$ cat config.mk
export PLATFORM = sky130hd
export DESIGN_NAME = cordic_result_collector
export DESIGN_NICKNAME = d
export VERILOG_FILES = /design/src/rtl/cordic_result_collector.sv
export SDC_FILE = /design/constraint.sdc
export NUM_CORES = 1
export LEC_CHECK = 0
export ABC_AREA = 1
export BUFFER_PORTS_ARGS = -buffer_cell sky130_fd_sc_hd__buf_4
export CAP_MARGIN = 10
export CORE_ASPECT_RATIO = 1.1
export CORE_MARGIN = 4
export CORE_UTILIZATION = 35
export CTS_CLUSTER_DIAMETER = 40
export CTS_CLUSTER_SIZE = 8
export DETAILED_ROUTE_END_ITERATION = 7
export PLACE_DENSITY = 0.48
export SLEW_MARGIN = 20
export SYNTH_ARGS = -nofsm -noshare
export SYNTH_HDL_FRONTEND = slang
export SYNTH_SLANG_ARGS = --single-unit
$ cat constraint.sdc
create_clock -name iClk -period 9.1 [get_ports iClk]
set_clock_uncertainty 0.2 [all_clocks]
set_input_delay 0.91 -clock iClk [delete_from_list [all_inputs] [get_ports iClk]]
set_output_delay 0.91 -clock iClk [all_outputs]
set_load 0.01 [all_outputs]
$ cat src/rtl/cordic_result_collector.sv
// Buffers CORDIC cos/sin result pairs in a FIFO and streams them out as cos, sin words with frame marking.
// Optional build macro: CORDIC_RESULT_OVF_CNT_EN enables the saturating dropped-result counter on oOvf_count.
module cordic_result_collector #(
    parameter int unsigned DEPTH     = 8,
    parameter int unsigned N_RESULTS = 17
) (
    input  logic                      iClk,
    input  logic                      iReset_n,
    input  logic                      iData_valid,
    input  logic [31:0]               iData_cos,
    input  logic [31:0]               iData_sin,
    output logic                      oOut_valid,
    input  logic                      iOut_ready,
    output logic [31:0]               oOut_data,
    output logic                      oOut_last,
    output logic [$clog2(DEPTH):0]    oCount,
    output logic                      oFull,
    output logic                      oEmpty,
    output logic                      oDone,
    output logic                      oOverflow,
    output logic [7:0]                oOvf_count
);
    localparam int unsigned AW = $clog2(DEPTH);
    localparam int unsigned CW = AW + 1;
    localparam int unsigned DW = 32;
    localparam int unsigned FW = 8;

    typedef enum logic [1:0] {IDLE, COS, SIN} state_t;

    state_t            state, state_nxt;
    logic [2*DW-1:0]   mem [DEPTH];
    logic [2*DW-1:0]   head;
    logic [AW-1:0]     wr_ptr, rd_ptr;
    logic [CW-1:0]     count, count_nxt;
    logic [FW-1:0]     frame_cnt;
    logic              full, empty, pop, wr_en, last, done, overflow;

    assign full      = (count == CW'(DEPTH));
    assign empty     = (count == '0);
    assign head      = mem[rd_ptr];
    // The sin transfer frees the head slot, so a full FIFO can still accept in that cycle.
    assign pop       = (state == SIN) && iOut_ready;
    assign wr_en     = iData_valid && (!full || pop);
    assign count_nxt = count + CW'(wr_en) - CW'(pop);

    // Output FSM: next state and word presentation.
    always_comb begin
        state_nxt  = state;
        oOut_valid = 1'b0;
        oOut_data  = '0;
        last       = 1'b0;
        case (state)
            IDLE: begin
                if (!empty || wr_en) state_nxt = COS;
            end
            COS: begin
                oOut_valid = 1'b1;
                oOut_data  = head[2*DW-1:DW];
                if (iOut_ready) state_nxt = SIN;
            end
            SIN: begin
                oOut_valid = 1'b1;
                oOut_data  = head[DW-1:0];
                last       = (frame_cnt == FW'(N_RESULTS - 1));
                if (iOut_ready) state_nxt = (count_nxt != '0) ? COS : IDLE;
            end
            default: state_nxt = IDLE;
        endcase
    end

    assign oOut_last = last;

    // Control state: FSM, pointers, occupancy, frame tracking and sticky flags.
    always_ff @(posedge iClk) begin
        if (!iReset_n) begin
            state     <= IDLE;
            wr_ptr    <= '0;
            rd_ptr    <= '0;
            count     <= '0;
            frame_cnt <= '0;
            done      <= 1'b0;
            overflow  <= 1'b0;
        end else begin
            state <= state_nxt;
            count <= count_nxt;
            if (wr_en) wr_ptr <= wr_ptr + AW'(1);
            if (pop) begin
                rd_ptr    <= rd_ptr + AW'(1);
                frame_cnt <= last ? '0 : frame_cnt + FW'(1);
                if (last) done <= 1'b1;
            end
            if (iData_valid && !wr_en) overflow <= 1'b1;
        end
    end

    // Pair storage; contents are don't-care after reset.
    always_ff @(posedge iClk) begin
        if (wr_en) mem[wr_ptr] <= {iData_cos, iData_sin};
    end

`ifdef CORDIC_RESULT_OVF_CNT_EN
    logic [7:0] ovf_cnt;

    // Saturating count of dropped results.
    always_ff @(posedge iClk) begin
        if (!iReset_n) begin
            ovf_cnt <= '0;
        end else if (iData_valid && !wr_en && (ovf_cnt != 8'hFF)) begin
            ovf_cnt <= ovf_cnt + 8'd1;
        end
    end

    assign oOvf_count = ovf_cnt;
`else
    assign oOvf_count = '0;
`endif

    assign oCount    = count;
    assign oFull     = full;
    assign oEmpty    = empty;
    assign oDone     = done;
    assign oOverflow = overflow;

endmodule

==> results of run 1 <==
## Yosys cell counts
cell,instances
a21oi_1,44
a31oi_1,2
and2_1,1
buf_1,14
buf_2,21
buf_4,12
buf_6,7
buf_8,2
clkbuf_1,63
conb_1,1
dfxtp_1,25
edfxtp_1,512
fa_1,1
ha_1,14
inv_1,30
inv_2,2
nand2_1,32
nand3_1,76
nand4_1,2
nor2_1,407
nor3_1,4
nor3b_1,3
nor4_1,1
o211ai_1,128
o21ai_0,219
o21ai_1,42
o21bai_1,1
or2_2,2
xnor2_1,1
xor2_1,2
## registers in the layout (all words and copies together) (netlist names), named ones only
signal and flops:
wr_ptr 3, frame_cnt 8, oOverflow 1, state 2, oCount 4, oDone 1
rd_ptr 3, mem 512
## layer usage
metal | wire length [um] | GRT usage [%]
met4 | 1146 | 5.832
met3 | 3192 | 4.105
met1 | 25860 | 23.55
met5 | 76 | 0
met2 | 27130 | 27.85
## cell families (layout without fill, tap and decap cells)
kind of cell / Yosys count / after routing
AOI/OAI and AO/OA: 436 / 436
adders and majority gates: 15 / 15
xor gates and xnor gates: 3 / 3
DFF: 537 / 537
and+or+nand+nor: 528 / 528
buffers and inverters: 151 / 284
other: 1 / 10
## power groups by stage
stage	Sequential [mW]	Clock (mW)	Combinational [mW]
floorplan	2.95	0	0.729
global placement	2.99	0	1.11
detailed placement	2.99	0	1.12
CTS	2.94	2.93	1.12
global route	2.96	3.05	1.24
finish	2.94	2.86	1.10
## area by class of cell
class,count,share of cell area [%]
diodes,2,0.01968
clock buffers,100,9.005
clock inverters,24,0.7676
inverters,32,0.4921
multi-input cells,990,19.40
flip-flops and latches,537,62.48
well taps,816,4.015
repair buffers,128,3.828
## path summary, 6_finish.rpt
check,start,endpoint,slack (ps),cells past startpoint
max,register,oOut_data[26],4200,7
min,oOverflow$_SDFFE_PN0P_,oOverflow$_SDFFE_PN0P_,250,2
max reg2reg,state[0]$_SDFFE_PN0P_,mem[2][21]$_DFFE_PP_,5390,9
min reg2reg,oOverflow$_SDFFE_PN0P_,oOverflow$_SDFFE_PN0P_,250,2
## worst max-delay path, delay by kind of cell (launching register included)
kind / cells / cell delay [ps]
buffers and inverters: 3 / 1670
AO/OA/AOI/OAI: 3 / 590
flip-flops: 1 / 580
AND/OR/NAND/NOR: 1 / 210
## per-stage QoR
stage	util [%]	hold WS (ps)	total power, mW	cell area, sq um
floorplan	-	233.4	3.680	21460
global placement	38.09	239.5	4.098	22940
detailed placement	38.09	247.9	4.106	22940
CTS	42.22	255.2	6.995	25420
global route	42.23	285.8	7.241	25430
finish	42.23	251.5	6.905	25430
==> metrics, run 1 <==
Least-Margin Pin Slew=roughly 1100 ps; die extent in y=267.5 um; PostCTS Resize Cnt=0; total CTS buffers=86; Clock Pin Slew Worst Setup and Hold Paths=50 ps; drt pass-1 iters=5; GRT Total Usage=17.40%; main combinational cell family by area after synthesis=compound AO/OA/AOI/OAI gates; worst-skew pair later-pin latency=590 ps; CTS Hold Bufs=0; startpoint type of the worst setup path=register; sequential power share=42.6%; synthesized area=21,430 sq um; Worst path slowest cell=buf_4; RSZ-0062 raised after global routing=no; DRT Wirelength=roughly 57,000 um; register area=around 16,000 sq um; MaxCap Viol Count=0; fillcell total=5,603; maximum VDD drop=0.1466 mV; post-route ant nets=0; Synth Area in Adders=0.9108%; final hold violations=0; largest net degree at the start of global routing=172; PortBufs=109; Initial Util=between 30% and 40%; dpl cells=about 2,500; Max stage delay on crit path=~940 ps; Place WS=4764 ps; Synth area leaders=edfxtp_1 (72%), nor2_1 (7.1%), o21ai_0 (5.1%); DP Wirelength=29,480 um; part of the cycle the worst path needs=53.84%; die area=roughly 65,000 sq um; crit-path most repeated cell=buf_4; most frequent cells in the layout=edfxtp_1 (512), nor2_1 (399), o21ai_0 (219); top cell type's share of synthesized area=a little under three quarters; global-route congestion overflow total=0; register area share after synthesis=74.08%; CP Data Required Time=7990 ps; post-synthesis simple-gate area fraction=9.838%; post-synthesis compound-gate area fraction=11.70%; worst setup margin=about 4200 ps; Synth area leader=edfxtp_1; setup TNS=0 ps; Post-CTS Setup Repair Bufs=0; DRC Markers=0; synth-to-layout area growth=18.66%; CTS tree=done; clk sinks=537; Slew HR=about 29%; Crit path arrival time=3790 ps; count of unique library cells instantiated by Yosys=30; mux contribution to synthesized area=0%; wire per inst=21.84 um; Clock power frac=a little over 40%; Switch Pwr=approximately 1.9 mW; Seq cells post-synth=537; leakage=8.414 nW; Max Root-Sink Buffers=3; minimum clock period=4900 ps; die width=243.9 um; Finish-stage setup viols=0; pwr/cell area=271.5 nW/um^2; XOR/XNOR share of the synthesized area=less than 1%; switch share=27.37%; core area=60,220 sq um; crit path capture type=output pin; total internal power=5.015 mW; commonest non-fill, non-tap cell in the layout=edfxtp_1; Nets=1,858; Hold Path Class=register to register; logic gate share of total power=between 10% and 20%; vias per inst=5.122; CP Class=register to output pin; outcome=complete, no violations; Cells after Synth=roughly 1,700; Syn. warnings=0; non-filler cells, final=~2,600; via count=13,467; Top Ports=118; Root Driver=clkbuf_16; Slew Viols, Final=0; wire length of the first global-routing pass=85,740 um; share of layout cells above drive strength 1=~14%; GP Congestion=roughly 0.75; H-tree levels=3; vias in the first global route=13,337; critical-path maximum fanout=103; crit-path cells=inv_6 > buf_4 > o21ai_0 > o211ai_1 > nand3_1 > a21oi_1 > buf_4; initial antenna violation count=8; Starting DRT DRC Count=~900; area taken by multi-input logic gates=between 4000 and 5000 sq um; num rows=between 90 and 100; Max Freq=204.1 MHz; syn_area_per_cell=12.82 sq um
(Power assumes the default switching activity.)
==> inputs of run 2 (changes only) <==
--- a/config.mk
+++ b/config.mk
@@ -5,7 +5,7 @@
 export SDC_FILE = /design/constraint.sdc
 export NUM_CORES = 1
 export LEC_CHECK = 0
-export ABC_AREA = 1
+export ABC_AREA = 0
 export BUFFER_PORTS_ARGS = -buffer_cell sky130_fd_sc_hd__buf_4
 export CAP_MARGIN = 10
 export CORE_ASPECT_RATIO = 1.1
==> constraint.sdc (replaced) <==
create_clock -name iClk -period 5.1 [get_ports iClk]
set_clock_uncertainty 0.2 [all_clocks]
set_input_delay 0.51 -clock iClk [delete_from_list [all_inputs] [get_ports iClk]]
set_output_delay 0.51 -clock iClk [all_outputs]
set_load 0.01 [all_outputs]
==> run 2 against run 1 <==
  * Via count shrank 25%
  * Sequential power grew 76%
  * Sequential cell count is the same
  * Global-route usage shrank 1.6 points
  * Register-to-register slack lost 3900 ps
  * Synthesized area shrank 4.3%
  * Critical path type unchanged
  * Largest power group is now the clock network
  * Highest routed layer unchanged
==> metrics, run 2 <==
most numerous cell in the Yosys netlist=edfxtp_1; area taken by multi-input logic gates=4423 sq um; crit-path cells=buf_4 > mux4_2 > a22oi_1 > nand2_1 > buf_4; critical-path maximum fanout=38; die area=62,540 sq um; min-delay src=iReset_n; Post-CTS Setup Repair Bufs=0; Max stage delay on crit path=~900 ps; Nets=1,281; global-route congestion overflow total=0; DP Wirelength=28,000 um; minimum clock period=3939 ps; core area=just under 60,000 sq um; Seq cells post-synth=537; PortBufs=between 100 and 150; WHS Path Cells=2; Crit path arrival time=3230 ps; # diodes=0; worst setup margin=1161 ps; commonest non-fill, non-tap cell in the layout=edfxtp_1; Slew Viols, Final=0; max FFs per register=512; Root Driver=clkbuf_16; Slew HR=34.36%; wire per inst=between 20 and 25 um; Clock Pin Slew Worst Setup and Hold Paths=50 ps; GRT Total Usage=between 15 and 20%; Finish-stage setup viols=0; die extent in y=261.9 um; initial antenna violation count=1; post-layout util=44.86%; GP Congestion=0.7226; synthesized area=slightly above 20,000 sq um; EDFF count, synth=512; wire length of the first global-routing pass=73,340 um; leakage=8.496 nW; Syn. warnings=0; share of layout cells above drive strength 1=32.21%; Hold Path Class=input pin to register; clk sinks=between 500 and 600; die width=238.8 um; MaxCap Viol Count=0; Max Root-Sink Buffers=3; post-route ant nets=0; setup TNS=0 ps; commonest cells in the netlist=edfxtp_1 (512), mux4_2 (128), a22oi_1 (64), nand2_1 (49), dfxtp_1 (25); H-tree levels=3; DRT Wirelength=48,400 um; register area share after synthesis=approximately 77%; num rows=92; RSZ-0062 raised after global routing=no; crit-path most repeated cell=buf_4; register area=15,890 sq um; Starting DRT DRC Count=669; final hold violations=0; vias per inst=5.061; Cells after Synth=~950; r2r startpoint=state[0]$_SDFFE_PN0P_; top cell type's share of synthesized area=between 70% and 80%; outcome=complete, no violations; Worst path slowest cell=dfxtp_4; Top Ports=118; WHS Endpoint=oDone$_SDFFE_PN0P_; pwr/cell area=461.1 nW/um^2; PostCTS Resize Cnt=0; CP Data Required Time=about 4400 ps; Synth area leader=edfxtp_1; Least-Margin Pin Slew=981.5 ps; Synth area leaders=edfxtp_1 (75%), mux4_2 (14%), dfxtp_1 (2.4%); fillcell total=4,917; synth-to-layout area growth=26.15%; placed inst area=approximately 22,000 sq um; startpoint type of the worst setup path=register; post-synthesis async set-or-reset flop share=0%; reg2reg end=state[0]$_SDFFE_PN0P_; DRC Markers=0; Place WS=1495 ps; part of the cycle the worst path needs=77.23%; crit path capture type=output pin; CTS tree=done; Pwr Total=11.93 mW; vias in the first global route=11,192; Max Freq=253.9 MHz; CTS Hold Bufs=65; R2R Setup Slk=about 1500 ps; Top reg by flops=mem; largest net degree at the start of global routing=65; worst-skew pair later-pin latency=610 ps; maximum VDD drop=around 0.22 mV; CP Class=register to output pin; count of unique library cells instantiated by Yosys=43; FF-to-FF path depth=10; syn_area_per_cell=approximately 22 sq um; Initial Util=35.56%; via count=10,138; drt pass-1 iters=5; most frequent cells in the layout=edfxtp_1 (512), mux4_2 (128), buf_4 (126); Post-synth top flop=edfxtp_1; total CTS buffers=90; post-route cell area=25,870 sq um
==> run 2: logic make-up after synthesis <==
kind of cell,count (synthesis),share of synthesized area (%)
and+or+nand+nor,111,2.532
xor gates and xnor gates,11,0.4697
other,1,0.01828
buffers and inverters,62,1.525
adders and majority gates,15,0.9517
DFF,537,77.40
AOI/OAI and AO/OA,81,2.947
muxes,130,14.15
==> run 2: routing by layer <==
layer,track usage [%],vias up,wire [um]
met5,0,-,13
met4,4.741,2,750
met3,2.676,55,1972
met2,26.35,214,24130
met1,21.61,5406,21540
li1,-,4461,-
==> run 2: worst max path at each step <==
stage,from,to,slack (ps)
final,register,oOut_data[15],1160
after global routing,register,oOut_data[9],940
after CTS,register,oOut_data[16],1050
after detailed placement,state[0]$_SDFFE_PN0P_,state[0]$_SDFFE_PN0P_,1490
after global placement,state[0]$_SDFFE_PN0P_,state[0]$_SDFFE_PN0P_,1540
after floorplan,state[0]$_SDFFE_PN0P_,mem[2][0]$_DFFE_PP_,420
==> run 2: critical path, delay by kind of cell (launching register included) <==
family | cells | cell delay [ps]
flops | 1 | 900
buf+inv | 2 | 580
mux | 1 | 540
compound gates | 1 | 460
simple gates | 1 | 100
==> run 2: power breakdown <==
part           internal [mW]  switching, mW
Clock                   3.49           1.97
Sequential              5.09         0.0904
Combinational          0.590          0.702
Total                   9.17           2.76
==> run 2: layout make-up <==
class	instances	area share, %
clock buffers	109	9.218
clock inverters	36	1.402
inverters	10	0.1451
multi-input cells	356	17.10
flip-flops and latches	537	61.40
well taps	752	3.637
repair buffers	203	7.099
==> run 2: stage by stage <==
stage / instances / hold WS (ps)
6_report: 2003 / 61.66
5_1_grt: 2003 / 49.35
4_1_cts: 2003 / 8.266
3_5_place_dp: 1793 / 283.0
3_3_place_gp: 1793 / 282.7
2_1_floorplan: 955 / 266.7
